--- config.mk ---
export PLATFORM = sky130hd
export DESIGN_NAME = izh_synapse
export DESIGN_NICKNAME = d
export VERILOG_FILES = /design/src/rtl/izh_synapse.sv
export SDC_FILE = /design/constraint.sdc
export NUM_CORES = 1
export LEC_CHECK = 0
export BUFFER_PORTS_ARGS = -buffer_cell sky130_fd_sc_hd__buf_2
export CORE_ASPECT_RATIO = 1.4
export CORE_MARGIN = 2
export CORE_UTILIZATION = 59
export DETAILED_ROUTE_END_ITERATION = 12
export PLACE_DENSITY = 0.8
export REMOVE_ABC_BUFFERS = 1
export SLEW_MARGIN = 20
export SYNTH_ARGS = -nofsm -noshare
export SYNTH_HDL_FRONTEND = slang
export SYNTH_SLANG_ARGS = --single-unit
--- constraint.sdc ---
create_clock -name clk -period 10.58 [get_ports clk]
set_clock_uncertainty 0.05 [all_clocks]
set_input_delay 2.645 -clock clk [delete_from_list [all_inputs] [get_ports clk]]
set_output_delay 2.645 -clock clk [all_outputs]
set_load 0.02 [all_outputs]
--- src/rtl/izh_synapse.sv ---
`default_nettype none
// +----------------------------------------------------------------------+
// | izh_synapse: spike edge -> weighted, decaying, saturated Q9.7 current |
// | Rev 1.0                                                              |
// +----------------------------------------------------------------------+
module izh_synapse #(
  parameter int DECAY_SHIFT    = 3,
  parameter int DECAY_PERIOD   = 4,
  parameter int REFRACT_CYCLES = 2
) (
  input  logic               clk,
  input  logic               reset_n,
  input  logic               enable,
  input  logic               clear,
  input  logic               spike_in,
  input  logic signed [15:0] weight,
  input  logic signed [15:0] bias,
  output logic signed [15:0] current,
  output logic               event_pulse,
  output logic [7:0]         spike_count
);

  localparam logic [7:0] c_dcnt_last = 8'(DECAY_PERIOD - 1);
  localparam logic [3:0] c_refract   = 4'(REFRACT_CYCLES);

  logic signed [15:0] r_syn;
  logic signed [15:0] r_current;
  logic               r_event;
  logic [7:0]         r_spike_count;
  logic [3:0]         r_refr;
  logic [7:0]         r_dcnt;
  logic               r_spike_q;

  logic               w_tick;
  logic               w_edge;
  logic               w_accept;
  logic signed [15:0] w_dec_amt;
  logic signed [15:0] w_decayed;
  logic signed [16:0] w_sum;
  logic signed [15:0] w_syn_next;
  logic signed [15:0] w_cur_next;

  function automatic logic signed [15:0] sat16(input logic signed [16:0] v);
    if (v[16] != v[15]) return v[16] ? 16'sh8000 : 16'sh7fff;
    return v[15:0];
  endfunction

  assign w_tick    = (r_dcnt == c_dcnt_last);
  assign w_edge    = spike_in & ~r_spike_q & enable;
  assign w_accept  = w_edge & (r_refr == 4'd0);
  assign w_dec_amt = r_syn >>> DECAY_SHIFT;

  // Small magnitudes shift to zero decrement; force one LSB toward zero so syn always settles.
  always_comb begin
    w_decayed = r_syn;
    if (w_tick) begin
      if (r_syn != 16'sd0 && w_dec_amt == 16'sd0)
        w_decayed = (r_syn > 16'sd0) ? r_syn - 16'sd1 : r_syn + 16'sd1;
      else
        w_decayed = r_syn - w_dec_amt;
    end
  end

  assign w_sum      = {w_decayed[15], w_decayed} + (w_accept ? {weight[15], weight} : 17'sd0);
  assign w_syn_next = sat16(w_sum);
  assign w_cur_next = sat16({w_syn_next[15], w_syn_next} + {bias[15], bias});

  always_ff @(posedge clk or negedge reset_n) begin
    if (!reset_n) begin
      r_syn         <= '0;
      r_current     <= '0;
      r_event       <= 1'b0;
      r_spike_count <= '0;
      r_refr        <= '0;
      r_dcnt        <= '0;
      r_spike_q     <= 1'b0;
    end else if (clear) begin
      r_syn         <= '0;
      r_current     <= bias;
      r_event       <= 1'b0;
      r_spike_count <= '0;
      r_refr        <= '0;
      r_dcnt        <= '0;
      r_spike_q     <= spike_in;
    end else if (enable) begin
      r_spike_q <= spike_in;
      r_syn     <= w_syn_next;
      r_current <= w_cur_next;
      r_event   <= w_accept;
      r_dcnt    <= w_tick ? 8'd0 : r_dcnt + 8'd1;
      if (w_accept) begin
        r_refr <= c_refract;
        if (r_spike_count != 8'hff) r_spike_count <= r_spike_count + 8'd1;
      end else if (r_refr != 4'd0) begin
        r_refr <= r_refr - 4'd1;
      end
    end else begin
      r_event <= 1'b0;
    end
  end

  assign current     = r_current;
  assign event_pulse = r_event;
  assign spike_count = r_spike_count;

endmodule
`default_nettype wire

==> results.cfg <==
[status]
status = completed

[clock_tree]
cts_tree = yes
cts.clk_slew.worst_paths_ns = 0.07
htree_levels = 2
cts.sinks = 54
post_cts_resized = 0
cts_buffer_depth = 2
cts_buffers = 5
hold_buffers = 0
cts-root-buf = clkbuf_16
insertion_delay_ns = 0.30
post_cts_buffers = 0

[routing]
routed_wl_mm = 14.5
routedWlPerCell_um = 17.7
drtAntennaViolNets = 0
vias_per_cell = 6.34
vias = 5226
first_iter_violations = 290
dr.pass1.iters = 5
route.detailed.drc = 0

[timing]
setup_tns_ns = 0
rsz0062_at_grt = no
max_slew_margin = 0.508
fin_crit_sh = 0.848
finalHoldViolCount = 0
worst_hold_slack_ns = 0.476
min_period_ns = 8.97
worst-slew-pin-transition_ns = 0.738
fmax_mhz = 111
slew_violations = 0
layout_setup_ws_ns = 1.61
setup_violations = 0

[floorplan]
die_x_um = 84.9
rows = 41
coreArea_um2 = 8980
start_util = 0.602
dieArea_um2 = 9950
fp.dieH_um = 117
ioPinCount = 62

[place]
io_buffers = 61
gp_congestion = 0.944
dp_cells = 816
place_ws_ns = 1.50
place_area_um2 = 5770
dp_hpwl_mm = 11.1

[synthesis]
synth_edf_count = 0
synthFlopType = dfrtp_1
syn_area_per_cell_um2 = 8.11
mappedNetlistArea_um2 = 5400
synth_area_leader_cell = dfrtp_1
seq_area_frac_synth = 0.250
yosysMostFrequentCell = nand2_1
yosys_warnings = 0
synthCells = 666
synthTopCellsByCount = nand2_1, nor2_1, a21oi_1
async_flop_share = 1.00
ys_seq_elements = 54
synth_cell_types = 80
synth_top_area_frac = 0.250
ys_top_cells_by_area = dfrtp_1, ha_1, nand2_1

[global_route]
grt_pass1_vias = 5023
grt_pass1_wl_mm = 23.9
grt_max_degree = 55
grt.total_usage = 0.296
antenna_found_initial = 0
overflow = 0

[cells_and_area]
fin_util = 0.661
layoutNonFillerInstCount = 824
antenna_cells = 0
drive_gt1_frac = 0.137
fillers = 745
area_growth_pct = 9.92
design_area_um2 = 5940
nets = 808

[flow_run]
max_cap_violations = 0

[pwr]
vdd_ir_drop_max_uv = 134
power_density_nw_per_um2 = 191
power_mw = 1.13
power_leakage_nw = 2.92

[critical_path]
worstPathArrival_ns = 9.08
cp_slowest_stage_delay_ns = 0.49
critPathSlowestCell = o41ai_1
cp_max_fo = 12
critPathLaunchType = flop
end_kind = flop
critPathKind = reg -> reg
crit_top_cell = nor2_1
cp.required_ns = 10.69

[hold_path]
hold_path.class = reg -> reg
-- flip-flops by register name, summed over array words and instances (netlist names) --
name,count
r_syn,16
r_dcnt,8
spike_count,8
current,16
event_pulse,1
r_spike_q,1
r_refr,4
-- path summary, 6_finish.rpt --
path,start,endpoint,slack [ns],cells after the start
max,r_syn[7],current[5],1.61,37
min in group asynchronous,reset_n,spike_count[3],2.42,2
max reg2reg,r_syn[7],current[5],1.61,37
max in group asynchronous,reset_n,current[14],7.59,2
min reg2reg,current[8],current[8],0.48,1
min,current[8],current[8],0.48,1
-- kinds of logic (layout without fill, tap and decap cells) --
logic type      Yosys count  after routing  share of synthesized area
simple gates            247            247                      0.215
compound gates          209            209                      0.270
fa+ha+maj                60             60                      0.141
xor+xnor                 54             54                     0.0890
flops                    54             54                      0.250
buf+inv                  39             90                     0.0292
mux                       3              3                    0.00556
-- layer usage --
layer,share of wire,vias to the layer above,GRT usage
met5,0,-,0
met2,0.51,154,0.543
met3,0.038,26,0.0259
met1,0.42,2526,0.363
li1,-,2520,-
met4,0.027,0,0.109
-- cells in the final DEF (no fill, tap or decap), drive strengths merged, types with 5 or more instances in the layout --
cell	count
nand3	12
nor2b	7
a21oi	56
dfrtp	54
or4	5
nor3	12
clkbuf	6
nand2b	7
a21o	16
and3	5
buf	62
xor2	33
maj3	5
o21a	12
xnor2	21
and2	18
o22ai	12
o21ai	50
inv	20
ha	52
a211oi	12
nor2	64
or3	7
nand2	94
-- layout make-up --
type                       instances  area [um2]  share of cell area
multi-input combinational        573        3910               0.658
sequential                        54        1350               0.228
timing repair buffer              62         313              0.0527
clock buffer                       6         139              0.0234
tap                              107         134              0.0226
inverter                          20        75.1              0.0126
clock inverter                     2        16.3             0.00274
-- where the power goes --
group          internal (mW)  switching (mW)
registers              0.238          0.0310
clock network         0.0952          0.0783
logic                  0.279           0.411
-- worst max-delay path: cells and delay by family, from the launching register on --
family	cells	cell delay (ns)
xor gates and xnor gates	1	0.16
DFF	1	0.45
buffers and inverters	1	0.08
adders and majority gates	5	1.49
AOI/OAI and AO/OA	16	3.78
and+or+nand+nor	14	2.82
Power figures use the tool's default switching activity.
